==> src/rtl/vga_pkg.sv <==
// Shared 640x480@60 timing constants, character-cell geometry and the
// sync bundle type carried through the output delay line.
package vga_pkg;

  localparam int H_ACTIVE = 640;
  localparam int H_FP     = 16;
  localparam int H_SYNC   = 96;
  localparam int H_BP     = 48;
  localparam int H_TOTAL  = H_ACTIVE + H_FP + H_SYNC + H_BP;

  localparam int V_ACTIVE = 480;
  localparam int V_FP     = 10;
  localparam int V_SYNC   = 2;
  localparam int V_BP     = 33;
  localparam int V_TOTAL  = V_ACTIVE + V_FP + V_SYNC + V_BP;

  localparam int CHAR_W   = 8;
  localparam int CHAR_H   = 16;
  localparam int COLS     = H_ACTIVE / CHAR_W;
  localparam int ROWS     = V_ACTIVE / CHAR_H;
  localparam int ADDR_W   = 13;

  localparam int GLYPH_X_W = $clog2(CHAR_W);
  localparam int GLYPH_Y_W = $clog2(CHAR_H);
  localparam int CNT_W     = 10;

  typedef struct packed {
    logic active;
    logic hsync;
    logic vsync;
  } sync_t;

  // Blanked, both syncs deasserted (they are active-low)
  localparam sync_t SYNC_IDLE = '{active: 1'b0, hsync: 1'b1, vsync: 1'b1};

endpackage

==> src/rtl/vga_sync_delay.sv <==
// Strobe-gated shift register that lines up active/hsync/vsync with the
// character RAM + glyph ROM read latency downstream.
module vga_sync_delay
  import vga_pkg::*;
#(
  parameter int DEPTH = 2
) (
  input  logic  clk,
  input  logic  rst_n,
  input  logic  en,
  input  sync_t din,
  output sync_t dout
);

  if (DEPTH == 0) begin : g_bypass
    assign dout = din;
  end else begin : g_pipe
    sync_t stage_r [DEPTH];

    // Shift only on pixel strobes; reset fills every stage with the idle pattern
    always_ff @(posedge clk or negedge rst_n) begin
      if (!rst_n) begin
        for (int i = 0; i < DEPTH; i++) begin
          stage_r[i] <= SYNC_IDLE;
        end
      end else if (en) begin
        stage_r[0] <= din;
        for (int i = 1; i < DEPTH; i++) begin
          stage_r[i] <= stage_r[i-1];
        end
      end else begin
        stage_r <= stage_r;
      end
    end

    assign dout = stage_r[DEPTH-1];
  end

endmodule

==> src/rtl/vga_timing_gen.sv <==
// VGA pixel timing and character-cell addressing; sync/active are delayed
// to match the character RAM + glyph ROM read latency.
module vga_timing_gen
  import vga_pkg::*;
#(
  parameter int CLK_DIV  = 4,
  parameter int H_ACTIVE = vga_pkg::H_ACTIVE,
  parameter int H_FP     = vga_pkg::H_FP,
  parameter int H_SYNC   = vga_pkg::H_SYNC,
  parameter int H_BP     = vga_pkg::H_BP,
  parameter int V_ACTIVE = vga_pkg::V_ACTIVE,
  parameter int V_FP     = vga_pkg::V_FP,
  parameter int V_SYNC   = vga_pkg::V_SYNC,
  parameter int V_BP     = vga_pkg::V_BP,
  parameter int CHAR_W   = vga_pkg::CHAR_W,
  parameter int CHAR_H   = vga_pkg::CHAR_H,
  parameter int ADDR_W   = vga_pkg::ADDR_W,
  parameter int PIPE_DLY = 2
) (
  input  logic                      clk_i,
  input  logic                      rst_ni,
  output logic                      pix_en_o,
  output logic [CNT_W-1:0]          hcnt_o,
  output logic [CNT_W-1:0]          vcnt_o,
  output logic [ADDR_W-1:0]         char_addr_o,
  output logic [$clog2(CHAR_W)-1:0] glyph_x_o,
  output logic [$clog2(CHAR_H)-1:0] glyph_y_o,
  output logic                      active_o,
  output logic                      hsync_o,
  output logic                      vsync_o,
  output logic                      frame_start_o
);

  localparam int H_TOT  = H_ACTIVE + H_FP + H_SYNC + H_BP;
  localparam int V_TOT  = V_ACTIVE + V_FP + V_SYNC + V_BP;
  localparam int HS_BEG = H_ACTIVE + H_FP;
  localparam int HS_END = HS_BEG + H_SYNC;
  localparam int VS_BEG = V_ACTIVE + V_FP;
  localparam int VS_END = VS_BEG + V_SYNC;
  localparam int COLS_L = H_ACTIVE / CHAR_W;
  localparam int GX_W   = $clog2(CHAR_W);
  localparam int GY_W   = $clog2(CHAR_H);
  localparam int DIV_W  = (CLK_DIV > 1) ? $clog2(CLK_DIV) : 1;

  logic [DIV_W-1:0]  div_r;
  logic              pix_en_s;
  logic [CNT_W-1:0]  hcnt_r;
  logic [CNT_W-1:0]  vcnt_r;
  logic [ADDR_W-1:0] row_base_r;
  logic              h_last_s;
  logic              v_last_s;
  logic              row_step_s;
  logic [CNT_W-1:0]  col_s;
  sync_t             raw_s;
  sync_t             dly_s;

  assign pix_en_s = (div_r == DIV_W'(CLK_DIV - 1));
  assign h_last_s = (hcnt_r == CNT_W'(H_TOT - 1));
  assign v_last_s = (vcnt_r == CNT_W'(V_TOT - 1));

  // Pixel-rate divider; with CLK_DIV == 1 it sits at 0 and the strobe is constant
  always_ff @(posedge clk_i or negedge rst_ni) begin
    if (!rst_ni) begin
      div_r <= {DIV_W{1'b0}};
    end else if (pix_en_s) begin
      div_r <= {DIV_W{1'b0}};
    end else begin
      div_r <= div_r + DIV_W'(1);
    end
  end

  // Raster counters, advancing once per pixel strobe
  always_ff @(posedge clk_i or negedge rst_ni) begin
    if (!rst_ni) begin
      hcnt_r <= {CNT_W{1'b0}};
      vcnt_r <= {CNT_W{1'b0}};
    end else if (pix_en_s) begin
      if (h_last_s) begin
        hcnt_r <= {CNT_W{1'b0}};
        vcnt_r <= v_last_s ? {CNT_W{1'b0}} : (vcnt_r + CNT_W'(1));
      end else begin
        hcnt_r <= hcnt_r + CNT_W'(1);
        vcnt_r <= vcnt_r;
      end
    end else begin
      hcnt_r <= hcnt_r;
      vcnt_r <= vcnt_r;
    end
  end

  // Step to the next text row only when the line after this one is still visible
  assign row_step_s = (vcnt_r[GY_W-1:0] == {GY_W{1'b1}}) &&
                      (vcnt_r < CNT_W'(V_ACTIVE - 1));

  // Running (row * COLS) so the character address needs no multiplier
  always_ff @(posedge clk_i or negedge rst_ni) begin
    if (!rst_ni) begin
      row_base_r <= {ADDR_W{1'b0}};
    end else if (pix_en_s && h_last_s) begin
      if (v_last_s) begin
        row_base_r <= {ADDR_W{1'b0}};
      end else if (row_step_s) begin
        row_base_r <= row_base_r + ADDR_W'(COLS_L);
      end else begin
        row_base_r <= row_base_r;
      end
    end else begin
      row_base_r <= row_base_r;
    end
  end

  // Undelayed visible-area and sync decode from the counter registers
  always_comb begin
    raw_s        = SYNC_IDLE;
    raw_s.active = (hcnt_r < CNT_W'(H_ACTIVE)) && (vcnt_r < CNT_W'(V_ACTIVE));
    raw_s.hsync  = !((hcnt_r >= CNT_W'(HS_BEG)) && (hcnt_r < CNT_W'(HS_END)));
    raw_s.vsync  = !((vcnt_r >= CNT_W'(VS_BEG)) && (vcnt_r < CNT_W'(VS_END)));
  end

  assign col_s = hcnt_r >> GX_W;

  vga_sync_delay #(
    .DEPTH (PIPE_DLY)
  ) u_sync_delay (
    .clk   (clk_i),
    .rst_n (rst_ni),
    .en    (pix_en_s),
    .din   (raw_s),
    .dout  (dly_s)
  );

  assign pix_en_o      = pix_en_s;
  assign hcnt_o        = hcnt_r;
  assign vcnt_o        = vcnt_r;
  assign char_addr_o   = raw_s.active ? (row_base_r + ADDR_W'(col_s)) : {ADDR_W{1'b0}};
  assign glyph_x_o     = hcnt_r[GX_W-1:0];
  assign glyph_y_o     = vcnt_r[GY_W-1:0];
  assign active_o      = dly_s.active;
  assign hsync_o       = dly_s.hsync;
  assign vsync_o       = dly_s.vsync;
  assign frame_start_o = pix_en_s & h_last_s & v_last_s;

endmodule

==> config.mk <==
export PLATFORM = sky130hd
export DESIGN_NAME = vga_timing_gen
export DESIGN_NICKNAME = d
export VERILOG_FILES = /design/src/rtl/vga_pkg.sv /design/src/rtl/vga_sync_delay.sv /design/src/rtl/vga_timing_gen.sv
export SDC_FILE = /design/constraint.sdc
export NUM_CORES = 1
export LEC_CHECK = 0
export CAP_MARGIN = 20
export CORE_MARGIN = 2
export CORE_UTILIZATION = 50
export CTS_CLUSTER_DIAMETER = 30
export DETAILED_ROUTE_END_ITERATION = 6
export GPL_TIMING_DRIVEN = 0
export PLACE_DENSITY = 0.83
export SLEW_MARGIN = 20
export SYNTH_ARGS = -nofsm -noshare
export SYNTH_HDL_FRONTEND = slang
export SYNTH_HIERARCHICAL = 1
export SYNTH_SLANG_ARGS = --single-unit
==> constraint.sdc <==
create_clock -name clk_i -period 3.1 [get_ports clk_i]
set_input_delay 0.775 -clock clk_i [delete_from_list [all_inputs] [get_ports clk_i]]
set_output_delay 0.775 -clock clk_i [all_outputs]
set_load 0.05 [all_outputs]
Yosys cells after proc, flatten, opt, wreduce, memory -nomap -nowiden
Cells that the tools add are included.
- $add $sub $neg: 5
- magnitude comparators: 7
- equal/unequal tests: 4
- muxes and demuxes: 6
- bitwise logic cells: 2
- reduce and logical (&&, ||, !) cells: 10
- operators by type and width (operator ; number):
    $mux 13 ; 3
    $lt 10x9->1 const B ; 3
    $add 10x1->10 const B ; 2
    $eq 10x10->1 const B ; 2
    $lt 10x10->1 const B ; 2
    $mux 10 ; 2
    $add 13x7->13 ; 1
    $add 13x7->13 const B ; 1
    $ge 10x10->1 const B ; 1
    $ge 10x9->1 const B ; 1
    $logic_and 1x1->1 ; 5
    $eq 4x4->1 const B ; 1
    $reduce_and 2->1 ; 2
    $add 2x1->2 const B ; 1
    $and 1x1->1 ; 2
    $eq 2x2->1 const B ; 1
    $logic_not 1->1 ; 2
    $mux 2 ; 1
    $reduce_bool 2->1 ; 1
- bits in registers: 41
- bits of input ports: 2
- output and inout port bits: 45
- logic and storage cells: 44

Depth between registers and ports, before layout
Gate-level depths: netlist of run 1.
- word-level depth: 4
- depth in mapped cells: 8
- depth with buffers taken out: 6

Hierarchy
The synthesis of run 1 kept the hierarchy.
- by module, submodules not included (module ; times used ; cells an instance ; area an instance (µm²) ; seq. area each (µm²)):
    vga_timing_gen ; 1 ; 234 ; 2075.7 ; 775.7
    vga_sync_delay ; 1 ; 16 ; 279.0 ; 155.1

Worst setup path before layout of run 1
No wires, ideal clock.
- path kind: reg-to-output
- from: reg div_r[0]
- to: out frame_start_o
- arrival time: 2.735 ns
- required time: 2.325 ns
- path slack: -0.410 ns
- cell stages (with the launch flop): 8
- buffers on the path: 3
- cell sequence: dfrtp_1 ha_1 buf_2 nand3_2 or4_1 buf_2 clkbuf_1 nor2_1
- word-level cells in the longest chain between the ends: 3
- ends and longest elaborated chain (element ; RTL line ; source):
    start, declared ; vga_timing_gen.sv:45 ; logic [DIV_W-1:0] div_r;
    start signal, assigned ; vga_timing_gen.sv:64 ; div_r <= {DIV_W{1'b0}};
    start signal, assigned ; vga_timing_gen.sv:66 ; div_r <= {DIV_W{1'b0}};
    start signal, assigned ; vga_timing_gen.sv:68 ; div_r <= div_r + DIV_W'(1);
    $eq 2x2->1 ; vga_timing_gen.sv:57 ; assign pix_en_s = (div_r == DIV_W'(CLK_DIV - 1));
    net pix_en_o ; vga_timing_gen.sv:22 ; output logic pix_en_o,
    $and 1x1->1 (2 in series) ; vga_timing_gen.sv:141 ; assign frame_start_o = pix_en_s & h_last_s & v_last_s;
    end, declared ; vga_timing_gen.sv:31 ; output logic frame_start_o
The timed path passes the listed nets, and every way through them passes these cells.

Worst setup path after layout of run 1
- from: reg hcnt_r[8], in the netlist hcnt_o[8]
- to: out char_addr_o[12]
- word-level cells in the longest chain between the ends: 3
- elaborated cells on any way between the ends: 4
- those cells by class: add/sub: 1; order compare: 1; mux: 1; reduce/logical: 1
- ends and longest elaborated chain (element ; RTL line ; source):
    start, declared ; vga_timing_gen.sv:47 ; logic [CNT_W-1:0] hcnt_r;
    start signal, assigned ; vga_timing_gen.sv:75 ; hcnt_r <= {CNT_W{1'b0}};
    start signal, assigned ; vga_timing_gen.sv:79 ; hcnt_r <= {CNT_W{1'b0}};
    start signal, assigned ; vga_timing_gen.sv:82 ; hcnt_r <= hcnt_r + CNT_W'(1);
    parallel branches: the longest is 2 deep, another holds $add 13x7->13 ; n/a ;
    $mux 13 (*) ; vga_timing_gen.sv:135 ; assign char_addr_o = raw_s.active ? (row_base_r + ADDR_W'(col_s)) : {ADDR_W{1'b0}};
    end, declared ; vga_timing_gen.sv:25 ; output logic [ADDR_W-1:0] char_addr_o,
Every way passes the cells marked *.

==> results of run 1 <==
[stage by stage]
step	cell area, sq um	setup WS (ns)	setup TNS [ns]	hold slack [ns]	instances
after floorplan	2380	-0.0642	-0.0642	0.403	250
final	3050	0.0880	0	0.384	357
after CTS	3020	0.0138	0	0.394	357
after global routing	3050	-0.00923	-0.00923	0.405	357
after global placement	2910	-0.474	-2.22	0.417	348
after detailed placement	2930	-0.516	-2.51	0.431	349
[per-layer routing]
| metal | up-vias | GRT usage, % | wire, um |
|---|---|---|---|
| li1 | 1017 | - | - |
| met1 | 1013 | 31.8 | 2480 |
| met2 | 56 | 34.3 | 2760 |
| met3 | 8 | 4.01 | 222 |
| met4 | 0 | 8.64 | 75 |
| met5 | - | 0 | 0 |
[report_power, final]
| group | switching (W) | internal, W | leakage [nW] |
|---|---|---|---|
| Clock | 0.000165 | 0.000160 | 0.0395 |
| Sequential | 0 | 0.000483 | 0.475 |
| Combinational | 0.0000129 | 0.00000502 | 0.717 |
| Total | 0.000178 | 0.000648 | 1.23 |
[sequential cells by signal, indices dropped and copies added, names as in the netlist]
register / flops
u_sync_delay/dout: 3
row_base_r: 9
hcnt_o: 10
vcnt_o: 10
div_r: 2
u_sync_delay/g_pipe.stage_r: 3
[worst max-delay path, cell delays in order, from the launching register on]
cell,delay [ns]
dfrtp_2,0.44
ha_2,0.40
a21o_4,0.17
a311oi_4,0.05
or4_1,0.54
a21oi_2,0.14
buf_4,0.20
[Yosys cell counts (2+ instances only)]
library cell,count
nor4_1,7
dfrtp_1,33
clkbuf_1,5
or4_1,8
o31ai_1,3
a22o_1,7
dfstp_2,4
nor2_1,13
nand4_1,7
o21a_1,2
buf_4,10
o21ai_0,17
mux2_4,6
nor2b_1,4
or3_1,6
xnor2_1,9
and4_1,2
a31oi_1,4
xor2_1,2
and3_1,6
o22ai_1,3
buf_2,3
buf_6,2
nor3_1,7
o21ai_1,2
nand3_1,7
nand2_1,14
ha_1,10
and2_1,4
a21oi_1,14
inv_1,13
[cells by family (layout without fill, tap and decap cells)]
kind of cell,count (synthesis),count (layout),share of synthesized area [%]
AND/OR/NAND/NOR,91,91,22.8
AO/OA/AOI/OAI,60,60,16.2
flip-flops,37,37,39.5
buffers and inverters,33,88,7.65
XOR/XNOR,11,11,4.09
adder cells (fa/ha/maj),10,10,5.31
multiplexers,7,7,4.25
other,1,1,0.159
[worst max path at each step]
stage	slack, ns	depth (start not counted)	end
after floorplan	-0.06	7	frame_start_o
after global placement	-0.47	8	frame_start_o
after detailed placement	-0.52	6	char_addr_o[8]
after CTS	0.01	6	char_addr_o[11]
after global routing	-0.009	5	char_addr_o[12]
final	0.09	6	char_addr_o[12]
[layout make-up]
type / instances / area (sq um) / share of cell area (%)
Sequential cell: 37 / 933 / 30.6
Inverter: 13 / 48.8 / 1.60
Clock buffer: 8 / 80.1 / 2.63
Multi-Input combinational cell: 180 / 1310 / 42.9
Buffer: 19 / 134 / 4.39
Tap cell: 52 / 65.1 / 2.13
Timing Repair Buffer: 48 / 479 / 15.7
[repair_timing]
item	in CTS	in global routing
endpoints found under the setup margin	14	11
pin swaps	0	2
resized for setup	56	10
setup buffers	1	0
==> metrics.yaml, run 1 <==
synth:
  ys_top_cells_by_area: "dfrtp_1 35%, ha_1 5.3%, dfstp_2 4.5%"
  synth_fp_nets: 262
  ys_types: 47
  ys_ff_latch: 37
  avgSynthCellArea_sq_um: 9.42
  yosysSeqAreaShare_pct: 39.5
  syn_inst: 250
  yosysTopAreaCell: "dfrtp_1"
  syn-cell-area_sq_um: 2350
  async_reset_ff_share_pct: 100
  synthFlopType: "dfrtp_1"
  synth-edff-count: 0
  yosysWarningCount: 6
  netlist.area_leader.share_pct: 35.1
setup_path:
  reg2reg_setup_slack_ns: 0.58
  reg2reg_from: "div_r[0]"
  critPathRequiredTime_ns: 2.32
  critPathCaptureType: "output pin"
  setup.worst_path.start: "hcnt_o[8]"
  criticalPathCategory: "flip-flop to output pin"
  cp_max_fo: 6
  worst-r2r-cell-count: 7
  arrival_ns: 2.24
  timing.rr.end: "row_base_r[6]"
  start_kind: "flip-flop"
clocking:
  clk_path_buf_depth: 2
  tritoncts: "yes"
  htree_num_levels: 2
  clk_latency_ns: 0.29
  cts_hold_buffers: 0
  cts.sinks: 37
  cts-root-buf: "clkbuf_8"
  numCtsBuffers: 5
  clk_pin_slew_ns: 0.07
placement:
  dp.final_hpwl_mm: 4.03
  gp_routability_congestion: 0.884
  io_buffers: 46
timing:
  final.period_utilization_pct: 97.2
  clock_skew_ns: 0.00580
  max_slew_margin_pct: 50.7
  fin_crit_ns: 3.01
  final_hold_viol_count: 0
  worst_pin_slew_ns: 0.734
  setup_viol: 0
  slew_viol_final: 0
  max_clock_freq_mhz: 332
min_path:
  hp-class: "input pin to asynchronous set/reset pin"
routing:
  vias_per_cell: 5.87
  dr.pass1.iters: 4
  drtIter0Drc: 161
  wl_per_cell_um: 15.5
  postRouteAntennaNets: 0
  via_count: 2094
  wirelength_mm: 5.54
  drc: 0
layout:
  drive_above_1_share_pct: 20.3
  final_cell_mix: "31 x dfrtp_1, 31 x clkdlybuf4s50_1, 17 x o21ai_0, 15 x buf_4, 14 x nand2_1"
  areaGrowthSynthToFinish_pct: 29.4
  final_util_pct: 68.6
  n_fill_cell: 373
  final_nets: 316
  antenna_cells: 0
floorplan:
  initial_core_util_pct: 53.0
  pin_count: 47
  fp.dieW_um: 72.6
  die-area_sq_um: 5270
  rows: 24
  core_area_sq_um: 4440
  die-height_um: 72.6
global_route:
  first_global_vias: 1941
  grt_max_degree: 26
  grt_util_all_layers_pct: 22.5
  gr-total-overflow: 0
  antenna_found_initial: 0
  grt_pass1_wl_mm: 9.33
status:
  status: "complete, no violations"
job:
  maxCapViolations: 0
power:
  power_w: 0.000825
  power.density_nw_per_um2: 271
  p_leak_nw: 1.23
  ir_drop_uv: 247
Note: power is estimated with default switching activity, not from simulation.
==> run 2: changes to the inputs <==
--- a/config.mk
+++ b/config.mk
@@ -5,15 +5,14 @@
 export SDC_FILE = /design/constraint.sdc
 export NUM_CORES = 1
 export LEC_CHECK = 0
-export CAP_MARGIN = 20
+export CAP_MARGIN = 40
 export CORE_MARGIN = 2
 export CORE_UTILIZATION = 50
 export CTS_CLUSTER_DIAMETER = 30
 export DETAILED_ROUTE_END_ITERATION = 6
 export GPL_TIMING_DRIVEN = 0
-export PLACE_DENSITY = 0.83
+export PLACE_DENSITY = 0.84
 export SLEW_MARGIN = 20
 export SYNTH_ARGS = -nofsm -noshare
 export SYNTH_HDL_FRONTEND = slang
-export SYNTH_HIERARCHICAL = 1
 export SYNTH_SLANG_ARGS = --single-unit
==> run 2 against run 1 <==
Against the previous run:
- register-to-register slack better by 0.34 ns
- die area is 5.1% lower
- hold slack gained 0.0090 ns
- largest cell class unchanged
- largest power group unchanged
==> metrics.yaml, run 2 <==
placement:
  placed_cell_area_sq_um: 2790  # -5.0%
  gp_routability_congestion: 0.809  # -8.5%
  place_ws_ns: -0.207  # +0.309 ns
  io_buffers: 46  # unchanged
  dp.final_hpwl_mm: 3.48  # -14%
  dp.cells: 344  # -1.4%
global_route:
  grt_pass1_wl_mm: 8.21  # -12%
  first_global_vias: 1808  # -6.9%
  antenna_found_initial: 0  # unchanged
  gr-total-overflow: 0  # unchanged
  grt_util_all_layers_pct: 20.5  # -1.9 points
  grt_max_degree: 23  # -12%
timing:
  slew_viol_final: 0  # unchanged
  max_slew_margin_pct: 59.4  # +8.7 points
  worst_pin_slew_ns: 0.604  # -0.130 ns
  clock_skew_ns: 0.00477  # -0.00104 ns
  rsz0062_at_grt: "no"
  fin_tns_setup_ns: 0  # unchanged
  final.period_utilization_pct: 97.0  # -0.13 points
  max_clock_freq_mhz: 332  # +0.13%
  setup_viol: 0  # unchanged
  fin_crit_ns: 3.01  # -0.00394 ns
  fin_ws_ns: 0.0919  # +0.00394 ns
  final_hold_viol_count: 0  # unchanged
routing:
  postRouteAntennaNets: 0  # unchanged
  vias_per_cell: 5.50  # -6.2%
  dr.pass1.iters: 4  # unchanged
  drtIter0Drc: 103  # -36%
  wirelength_mm: 4.81  # -13%
  wl_per_cell_um: 13.7  # -12%
  via_count: 1931  # -7.8%
  drc: 0  # unchanged
synth:
  syn-cell-area_sq_um: 2230  # -5.4%
  ys_top_cells_by_area: "dfrtp_1 37%, ha_1 5.6%, nand2_1 4.9%"
  yosysTopAreaCell: "dfrtp_1"
  yosysWarningCount: 0  # -6
  ys_types: 43  # -8.5%
  synthTopCellsByCount: "33 x dfrtp_1, 29 x nand2_1, 20 x nor2_1"
  synth-edff-count: 0  # unchanged
  syn_inst: 245  # -2.0%
  synth_fp_nets: 257  # -1.9%
  synth_most_common_cell: "dfrtp_1"
  synthFlopType: "dfrtp_1"
  async_reset_ff_share_pct: 100  # unchanged
  yosysSeqAreaShare_pct: 41.8  # +2.3 points
  avgSynthCellArea_sq_um: 9.09  # -3.5%
  ys_ff_latch: 37  # unchanged
  netlist.area_leader.share_pct: 37.1  # +2.0 points
layout:
  antenna_cells: 0  # unchanged
  final_common_cell: "dfrtp_1"
  stdcell_count: 351  # -1.7%
  drive_above_1_share_pct: 17.1  # -3.3 points
  final_nets: 310  # -1.9%
  areaGrowthSynthToFinish_pct: 26.0
  final_cell_mix: "33 x dfrtp_1, 31 x clkdlybuf4s50_1, 29 x nand2_1, 20 x nor2_1, 16 x buf_2"
  fin_area_sq_um: 2810  # -8.0%
  final_util_pct: 64.9  # -3.7 points
setup_path:
  critPathMaxStageDelay_ns: 0.52  # -0.02 ns
  critPathRequiredTime_ns: 2.32  # about the same
  criticalPathCategory: "flip-flop to output pin"
  cp_max_fo: 10  # +4
  arrival_ns: 2.23  # about the same
  critPathCaptureType: "output pin"
  slowest_stage: "or4_4"
  path_cells: "buf_6 -> or4_4 -> nor4_4 -> buf_6 -> nor2b_2 -> buf_2"
  start_kind: "flip-flop"
  crit_top_cell: "buf_6"
clocking:
  cts.sinks: 37  # unchanged
  cts-root-buf: "clkbuf_8"
  htree_num_levels: 2  # unchanged
  tritoncts: "yes"
  cts_hold_buffers: 0  # unchanged
  clk_latency_ns: 0.30  # about the same
  clk_path_buf_depth: 2  # unchanged
  post_cts_buffers: 0  # -1
  clk_pin_slew_ns: 0.07  # about the same
  numCtsBuffers: 5  # unchanged
power:
  p_leak_nw: 1.26  # +2.3%
  ir_drop_uv: 296  # +20%
  power.density_nw_per_um2: 297  # +9.8%
floorplan:
  die-area_sq_um: 5000  # -5.1%
  fp.dieW_um: 70.7  # -2.6%
  initial_core_util_pct: 51.5  # -1.5 points
  core_area_sq_um: 4320  # -2.7%
  pin_count: 47  # unchanged
  rows: 24  # unchanged
  die-height_um: 70.7  # -2.6%
job:
  maxCapViolations: 0  # unchanged
status:
  status: "complete, no violations"
min_path:
  hp-class: "input pin to asynchronous set/reset pin"
## run 2: cell count changes after synthesis, moves of 4 or more
cell / delta
o21ai_0: -5
a22o_1: -7
a21oi_1: -4
inv_1: -4
xor2_1: +10
or4_1: -8
nor2_1: +7
or3_1: -4
and2_1: -4
nand2_1: +15
o21ai_1: +10
mux2_4: -6
## run 2: per-stage QoR
stage               hold slack [ns]  power (W)
floorplan                     0.403   0.000495
global placement              0.413   0.000507
detailed placement            0.433   0.000511
CTS                           0.397   0.000839
global route                  0.411   0.000859
finish                        0.393   0.000834
## run 2: worst paths after layout
kind                           start             to  slack, ns  cells after the start
max                        vcnt_o[4]  frame_start_o       0.09                      6
max reg2reg                hcnt_o[0]  row_base_r[9]       0.92                      6
max in group asynchronous     rst_ni      hcnt_o[4]       2.27                      2
min                           rst_ni      vcnt_o[3]       0.39                      1
min reg2reg                 div_r[0]       div_r[0]       0.45                      1
min in group clk_i          div_r[0]       div_r[0]       0.45                      1
## run 2: layout make-up
class,count,area [sq um]
sequential,37,931
tap,52,65.1
inverter,9,33.8
timing repair buffer,47,413
fill,394,1520
buffer,15,101
clock buffer,6,72.6
clock inverter,2,10.0
multi-input combinational,183,1180
## run 2: where the power goes
group	internal, W	switching (W)	leakage [nW]	total (W)
clock	0.000156	0.000177	0.0450	0.000333
combinational	0.00000482	0.0000128	0.737	0.0000176
sequential	0.000483	0	0.478	0.000483
## run 2: kinds of logic after synthesis
logic type,count (synthesis),share of synthesized area [%]
fa+ha+maj,10,5.62
mux,3,1.52
xor+xnor,19,7.47
other cells,1,0.168
buf+inv,25,6.12
compound gates,53,14.0
flops,37,41.8
simple gates,97,23.3
## run 2: what timing repair did
action	in CTS	in global routing
setup endpoints to repair	14	14
gates resized for setup	46	30
pin swaps	1	0
## run 2: worst max-delay path, delay by kind of cell, from the launching register on
family / cells / cell delay, ns
simple gates: 3 / 0.95
buf+inv: 3 / 0.60
flops: 1 / 0.40
## run 2: routing by layer
metal  wire, um  track usage (%)  up-vias
li1           -                -      967
met1       2220             26.7      913
met2       2270             33.3       40
met3        238             4.70       11
met4         85             8.18        0
met5          0                0        -
